File: src/rtl/seq_detect_ctrl.sv
// seq_detect_ctrl: session controller that arms, fills, and slides a serial pattern window, reporting matches, timeouts and done.
module seq_detect_ctrl #(
  parameter int WIDTH = 4,
  parameter int CNT_W = 8,
  parameter int TMO_W = 16
) (
  input  logic                     clk,
  input  logic                     reset,
  input  logic                     din,
  input  logic                     cfg_valid,
  output logic                     cfg_ready,
  input  logic [WIDTH-1:0]         cfg_code,
  input  logic [$clog2(WIDTH):0]   cfg_len,
  input  logic                     cfg_oneshot,
  input  logic [TMO_W-1:0]         cfg_timeout,
  input  logic                     start,
  input  logic                     abort,
  output logic                     busy,
  output logic                     match,
  output logic [CNT_W-1:0]         match_count,
  output logic                     done,
  output logic                     timed_out
);
  localparam int LW = $clog2(WIDTH) + 1;
  typedef enum logic [1:0] {IDLE, FILL, SEARCH} state_t;
  state_t state;
  logic [WIDTH-1:0] code, window, mask, ext;
  logic [LW-1:0] len, fill_cnt, new_len, start_len;
  logic [TMO_W-1:0] timeout, miss_cnt;
  logic oneshot, hs, hit, tmo_hit;
  assign busy = state != IDLE;
  assign cfg_ready = state == IDLE;
  for (genvar i = 0; i < WIDTH; i++) begin : g_mask
    assign mask[i] = LW'(i) < len;
  end
  always_comb begin
    hs = cfg_valid && state == IDLE;
    new_len = cfg_len == '0 ? LW'(1) : cfg_len > LW'(WIDTH) ? LW'(WIDTH) : cfg_len;
    start_len = hs ? new_len : len;
    ext = {window[WIDTH-2:0], din};
    hit = ((ext ^ code) & mask) == '0;
    tmo_hit = timeout != '0 && miss_cnt == timeout - TMO_W'(1);
  end
  always_ff @(posedge clk or posedge reset) begin
    if (reset) begin
      state <= IDLE;
      code <= '0;
      len <= LW'(WIDTH);
      oneshot <= 1'b0;
      timeout <= '0;
      window <= '0;
      fill_cnt <= '0;
      miss_cnt <= '0;
      match_count <= '0;
      match <= 1'b0;
      done <= 1'b0;
      timed_out <= 1'b0;
    end else begin
      match <= 1'b0;
      done <= 1'b0;
      if (hs) begin
        code <= cfg_code;
        len <= new_len;
        oneshot <= cfg_oneshot;
        timeout <= cfg_timeout;
      end
      case (state)
        IDLE: if (start && !abort) begin
          state <= start_len == LW'(1) ? SEARCH : FILL;
          window <= '0;
          fill_cnt <= '0;
          miss_cnt <= '0;
          match_count <= '0;
          timed_out <= 1'b0;
        end
        FILL: if (abort) state <= IDLE;
        else begin
          window <= ext;
          fill_cnt <= fill_cnt + LW'(1);
          if (fill_cnt == len - LW'(2)) state <= SEARCH;
        end
        SEARCH: if (abort) state <= IDLE;
        else begin
          window <= ext;
          if (hit) begin
            match <= 1'b1;
            match_count <= &match_count ? match_count : match_count + CNT_W'(1);
            miss_cnt <= '0;
            if (oneshot) begin
              state <= IDLE;
              done <= 1'b1;
            end
          end else if (timeout != '0) begin
            miss_cnt <= &miss_cnt ? miss_cnt : miss_cnt + TMO_W'(1);
            if (tmo_hit) begin
              state <= IDLE;
              timed_out <= 1'b1;
              done <= 1'b1;
            end
          end
        end
        default: state <= IDLE;
      endcase
    end
  end
endmodule

File: config.mk
export PLATFORM = sky130hd
export DESIGN_NAME = seq_detect_ctrl
export DESIGN_NICKNAME = d
export VERILOG_FILES = /design/src/rtl/seq_detect_ctrl.sv
export SDC_FILE = /design/constraint.sdc
export NUM_CORES = 1
export LEC_CHECK = 0
export ABC_AREA = 1
export CAP_MARGIN = 20
export CORE_ASPECT_RATIO = 1.2
export CORE_MARGIN = 2
export CORE_UTILIZATION = 50
export CTS_CLUSTER_SIZE = 14
export DETAILED_ROUTE_END_ITERATION = 8
export GPL_TIMING_DRIVEN = 1
export HOLD_SLACK_MARGIN = 0.12
export PLACE_DENSITY_LB_ADDON = 0.25
export SLEW_MARGIN = 25
export SYNTH_ARGS = -nofsm -noshare
export SYNTH_HDL_FRONTEND = slang
export SYNTH_SLANG_ARGS = --single-unit
File: constraint.sdc
create_clock -name clk -period 5.95 [get_ports clk]
set_clock_uncertainty 0.1 [all_clocks]
set_input_delay 1.785 -clock clk [delete_from_list [all_inputs] [get_ports clk]]
set_output_delay 1.785 -clock clk [all_outputs]
set_load 0.01 [all_outputs]
==> impl_metrics.json <==
{
  "final-hold-violation-count": 0,
  "synth.ff_latch_count": 59,
  "pin_count_of_the_biggest_net_entering_global_routing": 60,
  "gr-total-overflow": 0,
  "floorplan.initialDensity_pct": 51.50,
  "drt-pass1-iter-count": 4,
  "timing_worst_slew_pin_value_ns": 0.7472,
  "drt-total-wl_microns": 8312,
  "post_drt_via_cell_ratio": 5.162,
  "die_h_microns": 98.82,
  "average_wire_length_per_cell_after_detail_routing_microns": 12.48,
  "die_width_microns": 83.02,
  "timing.critical_path.fanout_max": 6,
  "timing.setup.critical_path_class": "register to output pin",
  "yosysWarningCount": 0,
  "delay_of_the_slowest_critical_path_stage_ns": 0.55,
  "synth.net_count": 564,
  "dp.final_hpwl_microns": 6220,
  "clock_tree_from_tritoncts": "yes",
  "synth_edf_count": 0,
  "worst-r2r-setup-slack_ns": 3.46,
  "pins_over_slew_limit": 0,
  "placeableCoreArea_sq_mm": 0.007274,
  "synth_flop_cell": "sky130_fd_sc_hd__dfrtp_1",
  "yosysUniqueCellTypes": 44,
  "cellLeakagePower_nw": 2.129,
  "clock_tree.root_cell": "sky130_fd_sc_hd__clkbuf_8",
  "end_kind": "output pin",
  "die_area_sq_mm": 0.008204,
  "row_count": 34,
  "final.min_clock_period_ns": 3.611,
  "grt_antenna_before_repair": 0,
  "layoutNonFillerInstCount": 666,
  "drt_first_iter_violations": 244,
  "final.period_utilization_pct": 60.68,
  "nets": 610,
  "synth_area_per_cell_sq_um": 7.135,
  "status": "complete, no violations",
  "regToRegStartpoint": "state[0]$_DFFE_PP0P_",
  "diodes": 0,
  "crit_path_cell_trace": "inv_1 > ha_1 > inv_2 > clkdlybuf4s50_1",
  "clk_pin_slew_ns": 0.07,
  "cp-endpoint": "busy",
  "grt_setup_unrepaired": "false",
  "arrival_ns": 1.73,
  "via_count_of_the_first_global_routing_pass": 3371,
  "drive_gt1_share_pct": 7.292,
  "cell_count_post_placement": 650,
  "fin_hold_ws_ns": 0.4099,
  "vdd_drop_max_mv": 0.2546,
  "drc": 0,
  "postCtsResizedCells": 0,
  "crit_path_start_kind": "register",
  "synth_async_sr_flop_share_pct": 100.0,
  "grt.total_usage_pct": 21.83,
  "pin_count": 43,
  "tritoncts.num_buffers": 9,
  "clk-insertion-delay-late_ns": 0.34,
  "syn_inst": 525,
  "max_freq_ghz": 0.2770,
  "worstPathRequired_ns": 4.07,
  "finish.utilization_pct": 60.87,
  "mostFrequentLayoutCell": "sky130_fd_sc_hd__nand2_1",
  "setup_fix_buffers_added_after_clock_tree_synthesis": 0,
  "number_of_h_tree_levels": 3,
  "grt_pass1_wl_microns": 14750,
  "endpoint_of_the_worst_register_to_register_path": "miss_cnt[10]$_DFFE_PP0P_",
  "leading_cell_types_in_the_layout_fill_and_taps_excluded": "161 x sky130_fd_sc_hd__nand2_1, 70 x sky130_fd_sc_hd__inv_1, 58 x sky130_fd_sc_hd__dfrtp_1, 47 x sky130_fd_sc_hd__nor2_1, 42 x sky130_fd_sc_hd__clkdlybuf4s50_1",
  "timing.critical_path.slowest_stage_cell": "sky130_fd_sc_hd__clkdlybuf4s50_1",
  "drv.max_cap_violation_count": 0,
  "sequential_element_share_of_the_synthesized_area_pct": 39.45,
  "area_growth_synth_to_finish_pct": 18.20,
  "max-slew-margin-rel_pct": 50.18,
  "setup_viol_count_final": 0,
  "placement.io_buffers": 42,
  "p_per_area_mw_per_mm2": 400.3,
  "hold_path_class": "register to register",
  "critPathLaunch": "state[0]$_DFFE_PP0P_",
  "fillerInstances": 669,
  "r2r_cells": 9,
  "clockBufferDepth": 2,
  "synth_area_sq_mm": 0.003746,
  "cts_hold_repair.buffers": 0,
  "tns_ns": 0,
  "gp_weighted_congestion": 0.9070,
  "total_power_mw": 1.772,
  "routed-via-count": 3438,
  "route.antenna.remaining_nets": 0,
  "clkSinkCount": 59
}
## stage by stage
stage	instance area, sq um	setup WS (ns)
after floorplan	3746	2.610
after global routing	4428	2.169
after global placement	4248	2.127
after detailed placement	4248	2.078
after CTS	4428	2.331
final	4428	2.339
## cell usage after synthesis (4+ instances only)
master	number	share of area (%)
sky130_fd_sc_hd__nor2_4	4	1.2
sky130_fd_sc_hd__nor3_1	10	1.3
sky130_fd_sc_hd__nor4_1	4	0.67
sky130_fd_sc_hd__o21ai_0	38	5.1
sky130_fd_sc_hd__a21oi_1	9	1.2
sky130_fd_sc_hd__xor2_1	12	2.8
sky130_fd_sc_hd__nand4_1	8	1.3
sky130_fd_sc_hd__xnor2_1	7	1.6
sky130_fd_sc_hd__nor2_2	5	0.84
sky130_fd_sc_hd__ha_1	9	3.0
sky130_fd_sc_hd__nand2_1	161	16
sky130_fd_sc_hd__buf_2	4	0.53
sky130_fd_sc_hd__nor2_1	47	4.7
sky130_fd_sc_hd__nand3_1	35	4.7
sky130_fd_sc_hd__dfrtp_1	58	39
sky130_fd_sc_hd__inv_1	71	7.1
## power by group
group	leakage (nW)	internal, mW	switching [mW]
logic	1.26	0.299	0.524
registers	0.777	0.513	0.105
clock network	0.0884	0.172	0.159
## worst min path at each step
| stage | startpoint | endpoint | cells after the start |
|---|---|---|---|
| after floorplan | code[3]$_DFFE_PP0P_ | code[3]$_DFFE_PP0P_ | 2 |
| after global placement | code[2]$_DFFE_PP0P_ | code[2]$_DFFE_PP0P_ | 2 |
| after detailed placement | timed_out$_DFFE_PP0P_ | timed_out$_DFFE_PP0P_ | 2 |
| after CTS | code[3]$_DFFE_PP0P_ | code[3]$_DFFE_PP0P_ | 2 |
| after global routing | code[3]$_DFFE_PP0P_ | code[3]$_DFFE_PP0P_ | 2 |
| final | timed_out$_DFFE_PP0P_ | timed_out$_DFFE_PP0P_ | 2 |
## flip-flops by register name (all words and copies together), names as in the netlist, 2 cells and up
name,flops
code,4
fill_cnt,3
len,3
match_count,8
miss_cnt,16
state,2
timeout,16
window,3
## critical path, delay by kind of cell, from the launching register on
| kind | cells | cell delay (ns) |
|---|---|---|
| buffers and inverters | 3 | 0.76 |
| adder cells (fa/ha/maj) | 1 | 0.27 |
| flip-flops | 1 | 0.37 |
## per-layer routing
metal | vias to the layer above | GRT usage, % | wire length (microns) | part of all wire, %
met2 | 61 | 39.08 | 4226 | 51
met5 | - | 0 | 0 | 0
li1 | 1764 | - | - | -
met1 | 1599 | 26.06 | 3661 | 44
met3 | 14 | 4.523 | 273 | 3.3
met4 | 0 | 7.440 | 150 | 1.8
## layout make-up
type                    count  area [sq um]  share of cell area (%)
clock buffers              12         155.1                   3.504
clock inverters             4         25.02                  0.5651
inverters                  72         270.3                   6.103
multi-input cells         385          1952                   44.08
flip-flops and latches     59          1478                   33.37
well taps                  90         112.6                   2.543
repair buffers             44         435.4                   9.833
## cell families after synthesis
logic type      share of synthesized area (%)
xor+xnor                                4.442
simple gates                            34.34
fa+ha+maj                               3.006
buf+inv                                 8.450
flops                                   39.45
mux                                    0.2672
compound gates                          10.05
Power figures use the tool's default switching activity.
